[src/rtl/bkadder_pipe.sv]
// Three-stage Brent-Kung adder with valid/ready flow control.
// Optional subtract path: define BKADDER_SUB_EN to add the sub port.
//
// Ports:
//   clk, rst_n           clock, synchronous active-low reset
//   sub                  subtract select (BKADDER_SUB_EN only)
//   in_valid, in_ready   operand handshake
//   a, b, cin            operands and carry-in
//   out_valid, out_ready result handshake
//   s, cout, ovf         sum, carry-out, signed overflow
module bkadder_pipe #(
  parameter int WIDTH = 16
) (
  input  logic             clk,
  input  logic             rst_n,
`ifdef BKADDER_SUB_EN
  input  logic             sub,
`endif
  input  logic             in_valid,
  output logic             in_ready,
  input  logic [WIDTH-1:0] a,
  input  logic [WIDTH-1:0] b,
  input  logic             cin,
  output logic             out_valid,
  input  logic             out_ready,
  output logic [WIDTH-1:0] s,
  output logic             cout,
  output logic             ovf
);

  localparam int LG = $clog2(WIDTH);

  typedef struct packed {
    logic [WIDTH-1:0] a;
    logic [WIDTH-1:0] b;
    logic             cin;
  } s0_t;

  typedef struct packed {
    logic [WIDTH-1:0] gt;
    logic [WIDTH-1:0] pt;
    logic [WIDTH-1:0] p;
    logic             cin;
  } s1_t;

  s0_t s0;
  s1_t s1;
  logic v0, v1, v2;
  logic adv;

`ifdef BKADDER_SUB_EN
  logic s0_sub;
`endif

  // One stall signal freezes every stage
  assign adv       = !v2 || out_ready;
  assign in_ready  = adv;
  assign out_valid = v2;

  logic [WIDTH-1:0] bx, pb;
  logic [WIDTH-1:0] g_up, p_up;
  logic             cx;

  // Up-sweep: node i covers a power-of-two span
  always_comb begin
    bx = s0.b;
    cx = s0.cin;
`ifdef BKADDER_SUB_EN
    if (s0_sub) begin
      bx = ~s0.b;
      cx = ~s0.cin;
    end
`endif
    pb   = s0.a ^ bx;
    g_up = s0.a & bx;
    p_up = pb;
    for (int l = 1; l <= LG; l++) begin
      for (int i = 0; i < WIDTH; i++) begin
        if (((i + 1) % (1 << l)) == 0) begin
          g_up[i] = g_up[i]
                  | (p_up[i] & g_up[i - (1 << (l - 1))]);
          p_up[i] = p_up[i] & p_up[i - (1 << (l - 1))];
        end
      end
    end
  end

  logic [WIDTH-1:0] g_dn, p_dn;
  logic [WIDTH:0]   c;

  // Down-sweep fills odd multiples of each span,
  // widest span first, so every node ends as [i:0]
  always_comb begin
    g_dn = s1.gt;
    p_dn = s1.pt;
    for (int l = LG - 1; l >= 1; l--) begin
      for (int i = 0; i < WIDTH; i++) begin
        if ((i + 1) >= 3 * (1 << (l - 1)) &&
            ((i + 1) % (1 << l)) == (1 << (l - 1))) begin
          g_dn[i] = g_dn[i]
                  | (p_dn[i] & g_dn[i - (1 << (l - 1))]);
          p_dn[i] = p_dn[i] & p_dn[i - (1 << (l - 1))];
        end
      end
    end
    c[0] = s1.cin;
    for (int i = 0; i < WIDTH; i++) begin
      c[i + 1] = g_dn[i] | (p_dn[i] & s1.cin);
    end
  end

  always_ff @(posedge clk) begin
    if (!rst_n) begin
      v0   <= 1'b0;
      v1   <= 1'b0;
      v2   <= 1'b0;
      s0   <= '0;
      s1   <= '0;
      s    <= '0;
      cout <= 1'b0;
      ovf  <= 1'b0;
`ifdef BKADDER_SUB_EN
      s0_sub <= 1'b0;
`endif
    end else if (adv) begin
      v0 <= in_valid;
      v1 <= v0;
      v2 <= v1;
      if (in_valid) begin
        s0.a   <= a;
        s0.b   <= b;
        s0.cin <= cin;
`ifdef BKADDER_SUB_EN
        s0_sub <= sub;
`endif
      end
      s1.gt  <= g_up;
      s1.pt  <= p_up;
      s1.p   <= pb;
      s1.cin <= cx;
      s      <= s1.p ^ c[WIDTH-1:0];
      cout   <= c[WIDTH];
      ovf    <= c[WIDTH] ^ c[WIDTH-1];
    end
  end

endmodule
[config.mk]
export PLATFORM = sky130hd
export DESIGN_NAME = bkadder_pipe
export DESIGN_NICKNAME = d
export VERILOG_FILES = /design/src/rtl/bkadder_pipe.sv
export SDC_FILE = /design/constraint.sdc
export NUM_CORES = 1
export LEC_CHECK = 0
export ABC_AREA = 1
export BUFFER_PORTS_ARGS = -buffer_cell sky130_fd_sc_hd__buf_2
export CAP_MARGIN = 20
export CORE_ASPECT_RATIO = 0.8
export CORE_MARGIN = 3
export CORE_UTILIZATION = 57
export DETAILED_ROUTE_END_ITERATION = 10
export HOLD_SLACK_MARGIN = 0.08
export PLACE_DENSITY_LB_ADDON = 0.2
export SLEW_MARGIN = 20
export SYNTH_ARGS = -nofsm -noshare
export SYNTH_HDL_FRONTEND = slang
export SYNTH_SLANG_ARGS = --single-unit
[constraint.sdc]
create_clock -name clk -period 1.55 [get_ports clk]
set_input_delay 0.0775 -clock clk [delete_from_list [all_inputs] [get_ports clk]]
set_output_delay 0.0775 -clock clk [all_outputs]
set_load 0.01 [all_outputs]
==> impl_metrics.csv <==
group,metric,value,unit
critical_path,cp.depth,8,
final_layout,final_common_cell,"nor2_1",
clock_network,numCtsBuffers,9,
critical_path,path_cells,"ha_1 -> a21o_1 -> nand2_1 -> nand2_1 -> nand2_1 -> nand2_1 -> a21oi_1 -> nor2_1",
yosys,yosys.area.top_type_share,46.1,%
yosys,synth_area_per_cell,7.74,um^2
sta,maxSlewHeadroom,76.5,%
sta,fin_worst_skew,0.0124,ns
hold_path,hold_depth,4,
power,p_switching,1.43,mW
yosys,synth_area_leaders,"dfxtp_1 46%, o21ai_0 9.8%, nor2_1 8.9%",
sta,finalHoldViolations,0,
final_layout,final_cell_mix,"98 x nor2_1, 95 x dfxtp_1, 80 x o21ai_0, 59 x inv_1, 58 x nand2_1",
sta,slew_viol_final,0,
sta,worst_pin_slew,0.349,ns
power,power_frac_comb,14.4,%
power,vdd_drop_max,0.674,mV
clock_network,cts.sinks,95,
critical_path,crit_path_start_kind,"flip-flop",
global_routing,grt_max_degree,63,
global_routing,grt_pass1_vias,3500,
yosys,netlist_instances,533,
power,power_frac_clock,34.3,%
yosys,synth_xor_xnor_area_share,2.12,%
final_layout,drive_above_1_share,15.4,%
route,routed_wl,9360,um
route,wire_per_inst,13.2,um
sta,setup_violations,0,
critical_path,cp_slowest_cell,"ha_1",
clock_network,root_buffer,"clkbuf_8",
final_layout,nFillCells,570,
global_routing,overflow,0,
critical_path,critPathMaxStageDelay,0.34,ns
power,switching_share,26.8,%
yosys,synth.distinct_cells,30,
status,status,"complete, no violations",
final_layout,syn_to_final_growth,22.4,%
die,row_count,27,
placement,placed_area,0.00447,mm^2
die,die_y,82.1,um
critical_path,path_buf_inv,0,
global_routing,grt_usage,24.4,%
yosys,ys_ff_latch,95,
power,powerDensity,1050,mW/mm^2
final_layout,final_cell_area,0.00505,mm^2
critical_path,critPathKind,"flip-flop to flip-flop",
die,start_util,59.3,%
placement,placed_cells,660,
die,ios,57,
sta,finalCritPeriodShare,92.4,%
clock_network,clk-insertion-delay-late,0.36,ns
clock_network,clkSlewWorstSetupHoldPaths,0.09,ns
yosys,syn-cell-area,0.00413,mm^2
die,core-area,0.00696,mm^2
critical_path,cpLargestDelayFamily,"adder cells",
die,die_w,101,um
critical_path,crit_path_frequent_cell,"nand2_1",
clock_network,cts_setup_buffers,0,
placement,io_buffers,56,
route,drtIter0Drc,164,
flow_run,maxCapViolCount,0,
power,seqPwrFrac,51.2,%
placement,gp_congestion,0.874,
route,via_per_inst,5.15,
placement,dp_hpwl,6210,um
final_layout,diodes,0,
yosys,synth_simple_gate_area_share,17.4,%
yosys,yosysWarningCount,0,
yosys,synth_top_family_by_area,"compound AO/OA/AOI/OAI gates",
final_layout,fin_util,72.6,%
critical_path,critPathCaptureType,"flip-flop",
die,die_area,0.00830,mm^2
yosys,synth_area_leader_cell,"dfxtp_1",
sta,max_freq,699,MHz
final_layout,seq_area,0.00190,mm^2
yosys,syn_nets,587,
yosys,synth_compound_area_share,19.3,%
power,p_leak,2.51,nW
final_layout,fin_nets,671,
route,drc,0,
critical_path,reg2reg_depth,8,
hold_path,hp-class,"input port to flip-flop",
final_layout,multi_input_area,0.00184,mm^2
route,via_count,3650,
yosys,synth_fa_ha_area_share,5.16,%
global_routing,antenna_found_initial,0,
clock_network,cts_tree,"done",
sta,min_period,1.43,ns
power,p_int,3.90,mW
critical_path,arrival,1.68,ns
global_routing,grt_pass1_wl,16000,um
yosys,yosysSeqAreaShare,46.1,%
route,ant_nets,0,
critical_path,cp.required,1.80,ns
yosys,synthMuxAreaShare,0,%
critical_path,crit_path_max_fanout,4,
clock_network,cts-htree-levels,3,
route,first_pass_iters,4,
clock_network,ctsLongestPathBuffers,2,
final_layout,fin_cells,709,
## cells in the mapped netlist, drive strengths merged
cell type and n:
a21boi 1, o211ai 2, nor2 98, nand4 6, clkinv 1, o21ai 82, a21oi 35, buf 16
dfxtp 95, inv 61, xor2 8, o21bai 13, xnor2 2, a211oi 7, nand3 12, clkbuf 12
nand2 61, nor3 1, a21o 3, ha 17
## what timing repair did
action,in CTS,in global routing
resized for setup,0,6
hold endpoints to repair,33,0
endpoints found under the setup margin,0,3
hold buffers,33,0
## layer usage
layer	wire length [um]	share of wire, %	GRT usage, %	vias to the layer above
li1	-	-	-	1888
met1	4000	43	29.0	1687
met2	4910	52	44.4	65
met3	341	3.6	5.79	10
met4	109	1.2	6.91	0
met5	0	0	0	-
## stage by stage
stage	setup slack (ns)	total power, mW	TNS (ns)	hold WS (ns)
after CTS	0.0541	5.36	0	0.0958
after global routing	-0.00448	5.59	-0.00448	0.137
after global placement	0.0914	3.45	0	0.325
final	0.119	5.33	0	0.108
after floorplan	0.296	3.25	0	0.240
after detailed placement	0.0753	3.47	0	0.334
## worst min-delay path, delay by kind of cell
kind            cells  cell delay, ns
buf+inv             1            0.11
simple gates        2            0.17
compound gates      1            0.07
## area by class of cell
cell class                 count  share of cell area, %
sequential                    95                   37.7
multi-input combinational    348                   36.3
timing repair buffer         101                   14.7
inverter                      62                   4.66
clock buffer                   9                   2.45
tap                           87                   2.16
clock inverter                 7                   2.03
## final timing paths
check,start,to,slack (ns)
setup / recovery,s0[18],g_dn[15],0.12
hold / removal,in_valid,s0[32],0.11
setup reg to reg,s0[18],g_dn[15],0.12
hold reg to reg,v1,v1,0.46
## cells by family after synthesis
logic type,Yosys count
AND/OR/NAND/NOR,178
AO/OA/AOI/OAI,143
flip-flops,95
buffers and inverters,90
adder cells (fa/ha/maj),17
XOR/XNOR,10
## power groups by stage
stage | combinational (mW) | clock, mW | sequential [mW]
floorplan | 0.471 | 0 | 2.78
global placement | 0.677 | 0 | 2.77
detailed placement | 0.692 | 0 | 2.78
CTS | 0.763 | 1.87 | 2.73
global route | 0.887 | 1.95 | 2.75
finish | 0.769 | 1.83 | 2.73
## registers in the layout, summed over array words and instances, names as in the netlist, 5 cells and up
register  cells
bx           16
g_dn          5
p_dn          5
s            16
s0           16
s1           30
Power figures use the tool's default switching activity.
